--- src/rtl/fb_sched_pkg.sv ---
// Shared types and constants for the framebuffer swap scheduler.
package fb_sched_pkg;

  typedef enum logic [1:0] {StClear, StDraw, StWaitVs} sched_state_e;

  localparam logic [7:0]  DefClearColor = 8'h00;
  localparam logic [15:0] DefClearZ     = 16'hFFFF;

  // Number of pixels in one buffer.
  function automatic int unsigned fb_depth(input int unsigned w, input int unsigned h);
    return w * h;
  endfunction

endpackage

--- src/rtl/fb_clear_seq.sv ---
// Clear engine address counter: walks every pixel of the back buffer once per clear.
module fb_clear_seq
  import fb_sched_pkg::*;
#(
  parameter int unsigned Depth  = 76800,
  parameter int unsigned ADDR_W = 17
) (
  input  logic              pixel_clk,
  input  logic              arstn,
  input  logic              run,
  output logic [ADDR_W-1:0] addr,
  output logic              last
);

  localparam logic [ADDR_W-1:0] LastAddr = ADDR_W'(Depth - 1);

  logic [ADDR_W-1:0] addr_q;

  assign addr = addr_q;
  assign last = (addr_q == LastAddr);

  // Advance while running; wrap after the last pixel so the next clear starts at 0.
  always_ff @(posedge pixel_clk) begin
    if (!arstn) begin
      addr_q <= '0;
    end else if (run) begin
      addr_q <= last ? '0 : addr_q + 1'b1;
    end
  end

endmodule

--- src/rtl/fb_swap_scheduler.sv ---
// Double-buffer sequencer: owns the back-buffer write port, arbitrates clear vs rasterizer
// writes, and swaps buffers on the first vsync fall after the frame is complete.
module fb_swap_scheduler
  import fb_sched_pkg::*;
#(
  parameter int unsigned         FB_W        = 320,
  parameter int unsigned         FB_H        = 240,
  parameter int unsigned         ADDR_W      = 17,
  parameter int unsigned         COLOR_W     = 8,
  parameter int unsigned         Z_W         = 16,
  parameter logic [COLOR_W-1:0]  CLEAR_COLOR = COLOR_W'(DefClearColor),
  parameter logic [Z_W-1:0]      CLEAR_Z     = Z_W'(DefClearZ)
) (
  input  logic               pixel_clk,
  input  logic               arstn,
  input  logic               vsync,
  input  logic               frame_done,
  input  logic               draw_we,
  input  logic [ADDR_W-1:0]  draw_addr,
  input  logic [COLOR_W-1:0] draw_color,
  input  logic [Z_W-1:0]     draw_z,
  output logic               draw_grant,
  output logic               front_sel,
  output logic               fb_we,
  output logic               zb_we,
  output logic               wr_buf,
  output logic [ADDR_W-1:0]  wr_addr,
  output logic [COLOR_W-1:0] wr_color,
  output logic [Z_W-1:0]     wr_z,
  output logic               busy_clear,
  output logic [15:0]        swap_count,
  output logic               err_drop
);

  localparam int unsigned FbDepth = fb_depth(FB_W, FB_H);

  sched_state_e      state_q;
  logic              done_pending_q;
  logic              vs_d_q;
  logic              clear_run;
  logic              clear_last;
  logic              vs_fall;
  logic [ADDR_W-1:0] clear_addr;

  assign clear_run = (state_q == StClear);
  assign vs_fall   = vs_d_q & ~vsync;

  fb_clear_seq #(
    .Depth  (FbDepth),
    .ADDR_W (ADDR_W)
  ) u_clear_seq (
    .pixel_clk (pixel_clk),
    .arstn     (arstn),
    .run       (clear_run),
    .addr      (clear_addr),
    .last      (clear_last)
  );

  // State machine and registered write port; draw_grant is high exactly while in StDraw.
  always_ff @(posedge pixel_clk) begin
    if (!arstn) begin
      state_q        <= StClear;
      done_pending_q <= 1'b0;
      vs_d_q         <= 1'b1;
      front_sel      <= 1'b0;
      wr_buf         <= 1'b1;
      draw_grant     <= 1'b0;
      fb_we          <= 1'b0;
      zb_we          <= 1'b0;
      wr_addr        <= '0;
      wr_color       <= '0;
      wr_z           <= '0;
      busy_clear     <= 1'b0;
      swap_count     <= '0;
      err_drop       <= 1'b0;
    end else begin
      vs_d_q     <= vsync;
      fb_we      <= 1'b0;
      zb_we      <= 1'b0;
      busy_clear <= 1'b0;
      if (draw_we && !draw_grant) begin
        err_drop <= 1'b1;
      end
      unique case (state_q)
        StClear: begin
          fb_we      <= 1'b1;
          zb_we      <= 1'b1;
          busy_clear <= 1'b1;
          wr_addr    <= clear_addr;
          wr_color   <= CLEAR_COLOR;
          wr_z       <= CLEAR_Z;
          if (frame_done) begin
            done_pending_q <= 1'b1;
          end
          if (clear_last) begin
            state_q    <= StDraw;
            draw_grant <= 1'b1;
          end
        end
        StDraw: begin
          if (draw_we) begin
            fb_we    <= 1'b1;
            zb_we    <= 1'b1;
            wr_addr  <= draw_addr;
            wr_color <= draw_color;
            wr_z     <= draw_z;
          end
          if (frame_done || done_pending_q) begin
            done_pending_q <= 1'b0;
            draw_grant     <= 1'b0;
            state_q        <= StWaitVs;
          end
        end
        StWaitVs: begin
          if (frame_done) begin
            done_pending_q <= 1'b1;
          end
          if (vs_fall) begin
            front_sel  <= ~front_sel;
            wr_buf     <= front_sel;
            swap_count <= swap_count + 16'd1;
            state_q    <= StClear;
          end
        end
        default: state_q <= StClear;
      endcase
    end
  end

endmodule

--- config.mk ---
export PLATFORM = sky130hd
export DESIGN_NAME = fb_swap_scheduler
export DESIGN_NICKNAME = d
export VERILOG_FILES = /design/src/rtl/fb_sched_pkg.sv /design/src/rtl/fb_clear_seq.sv /design/src/rtl/fb_swap_scheduler.sv
export SDC_FILE = /design/constraint.sdc
export NUM_CORES = 1
export LEC_CHECK = 0
export CAP_MARGIN = 25
export CORE_MARGIN = 3
export CORE_UTILIZATION = 41
export DETAILED_ROUTE_END_ITERATION = 6
export PLACE_DENSITY = 0.71
export SYNTH_ARGS = -nofsm -noshare
export SYNTH_HDL_FRONTEND = slang
export SYNTH_HIERARCHICAL = 1
export SYNTH_SLANG_ARGS = --single-unit
export TNS_END_PERCENT = 20
--- constraint.sdc ---
create_clock -name pixel_clk -period 1.9 [get_ports pixel_clk]
set_input_delay 0.38 -clock pixel_clk [delete_from_list [all_inputs] [get_ports pixel_clk]]
set_output_delay 0.38 -clock pixel_clk [all_outputs]
set_load 0.1 [all_outputs]
==> results.md <==
* CTS Hold Bufs at 0
* Slew margin rel. at between 60% and 70%
* Most frequent cells in the layout: dfxtp_1, buf_4, nor2_1
* First-pass GRT wire length at between 10000 and 15000 µm
* Total congestion overflow at 0
* RSZ-0062 raised after global routing: false
* CP startpoint kind: flop
* Async SR Flop Fraction at 0%
* Layout cells sized above 1 at about a quarter
* Post-synth EDFFs at 0
* Core area at 7890 µm²
* Initial Utilization at between 40% and 50%
* Yosys top cell area share at between 40 and 50%
* Worst-path cell chain: ha_2, nand4_2, buf_4, or2_2, or3_1, a21oi_1
* Skew-Pair Late Insertion Delay at 0.35 ns
* Die height at 97.0 µm
* Critical path class: reg2reg
* Post-Synthesis Cells at 377
* Final instance area at about 5000 µm²
* Routed vias/inst at approximately 5.2
* Detail Route Antenna Nets at 0
* Critical path's slowest cell: dfxtp_2
* Routed wire length at approximately 8700 µm
* Antenna diodes at 0
* Required time worst endpoint at around 2.2 ns
* Endpoint type of the worst setup path: flop
* Count of standard-cell rows at 32
* Crit Path Max Fanout at 4
* Final count of negative-setup-slack endpoints at 0
* Critical path's largest stage delay at about 0.37 ns
* Wire per inst at approximately 14 µm
* CP arrival at between 2 and 2.5 ns
* Tmin final at between 1.5 and 2 ns
* Synth cell types at 42
* Max-Cap Viols at 0
* Final slew viol count at 0
* Largest net degree at the start of global routing at 35
* Placed cell areas at 4800 µm²
* Hold Vio Cnt, Final at 0
* # IOs at 110
* H-tree levels at 3
* CTS sink count at 84
* CTS tree: built
* Gr usage total at between 10% and 20%
* Post-route DRC at 0
* Max Buffers Root-to-Sink at 2
* Worst Tran Pin Value at 0.500 ns
* Status: complete, no violations
* Max Freq at roughly 0.56 GHz
* Num CTS Buffers at 9
* # Post-CTS Setup Buffers at 0
* Commonest non-fill, non-tap cell in the layout: dfxtp_1
* Vias in the first global route at 3020
* Number of synthesized register bits at 84
* Avg Inst Size Synth at approximately 9 µm²
* Overall power at between 3 and 4 mW
* Die X-Extent at 97.0 µm
* Synth warn at 6
* Setup ws final at ~0.11 ns
* 1st-iter DRT viols at ~210
* Post-Syn Area at roughly 3400 µm²
* Max IR drop VDD at 0.365 mV
* CTS clk-pin slew, worst paths at 0.08 ns
* DP HPWL at around 6400 µm
* Syn nets at 425
* Power Dens Cells at roughly 700 nW/µm²
* Setup_tns at 0 ns
* Tcrit/Tclk final at a little over nine tenths
* Dominant cell type by area after synthesis: dfxtp_1
* Main flop type after synthesis: dfxtp_1
* Post-CTS sizing at 0
* Initial antenna violation count at 0
* Most area-consuming cells after synthesis: dfxtp_1, nor2_1, o22ai_1, xnor2_1, a21oi_1
* Setup Slack @ Placement at -0.117 ns
* P&R area growth vs syn at 47.6%
* Clk_skew at ~0.011 ns
* HP Class: reg2reg
* Seq/Total Area, Yosys at roughly 50%
* Die area at roughly 9400 µm²
* Port Buffers at about 110
* Final Net Count at ~550
* Global placement routability congestion at between 0.8 and 0.9
* Drt pass-1 iters at 4
* Vias after detailed routing at about 3200
* Root buf cell: clkbuf_8
* LEAKAGE at 1.94 nW
[critical path, delay by kind of cell (launching register included)]
family                     cells  cell delay (ns)
AOI/OAI and AO/OA              1             0.14
adders and majority gates      1             0.23
buffers and inverters          1             0.18
DFF                            1             0.37
and+or+nand+nor                3             0.81
[layout make-up]
type	instances	area, µm²
tap	102	128
clock buffer	11	141
fill	664	2880
timing repair buffer	134	1370
inverter	6	22.5
clock inverter	4	50.0
multi-input combinational	264	1600
sequential	84	1700
[flip-flops by register name, indices dropped and copies added, names as in the netlist]
name,flops
u_clear_seq/addr,17
wr_addr,17
swap_count,16
wr_z,16
wr_color,8
state_q,2
busy_clear,1
done_pending_q,1
draw_grant,1
err_drop,1
front_sel,1
vs_d_q,1
wr_buf,1
zb_we,1
[power by group]
part,total [mW],leakage (nW),switching [mW],internal (mW)
registers,1.81,0.692,0.0222,1.79
logic,0.433,1.16,0.276,0.158
clock network,1.24,0.0914,0.608,0.634
[routing by layer]
layer  part of all wire [%]  GRT usage [%]
met1                     44           23.8
met4                    1.8           7.45
met5                      0              0
met2                     49           30.2
met3                    5.4           3.53
[cells by family (layout without fill, tap and decap cells)]
logic type / count (synthesis) / in the layout / synth area share (%)
flip-flops: 84 / 84 / 49.6
adder cells (fa/ha/maj): 2 / 2 / 0.737
buffers and inverters: 29 / 155 / 3.98
XOR/XNOR: 26 / 26 / 6.71
AO/OA/AOI/OAI: 95 / 95 / 16.4
AND/OR/NAND/NOR: 137 / 137 / 21.4
multiplexers: 4 / 4 / 1.18
[final timing paths]
path                        from              endpoint  slack (ns)  cells after the start
max          u_clear_seq/addr[0]  u_clear_seq/addr[16]        0.11                      6
min reg2reg       done_pending_q        done_pending_q        0.49                      2
max reg2reg  u_clear_seq/addr[0]  u_clear_seq/addr[16]        0.11                      6
min               done_pending_q        done_pending_q        0.49                      2
[metrics by stage]
| step | utilization, % | std cells | hold slack [ns] |
|---|---|---|---|
| 2_1_floorplan | - | 377 | 0.456 |
| 3_3_place_gp | 60.8 | 590 | 0.463 |
| 3_5_place_dp | 60.8 | 590 | 0.475 |
| 4_1_cts | 63.3 | 605 | 0.494 |
| 5_1_grt | 63.5 | 605 | 0.514 |
| 6_report | 63.5 | 605 | 0.490 |
[synth_stat cells, drive strengths merged, types with 2 or more instances]
master and n:
and2 2, inv 5, clkbuf 15, and3 3, nand4b 2, mux2i 4, nor2 63, a22oi 8
nand2b 4, buf 8, o21ai 24, nand3 6, ha 2, a21oi 27, xnor2 19, xor2 7
nand2 21, nand4 12, dfxtp 84, o22ai 33, nor3 6, nor4bb 2, or3 3, nor4 8
Power figures use the tool's default switching activity.
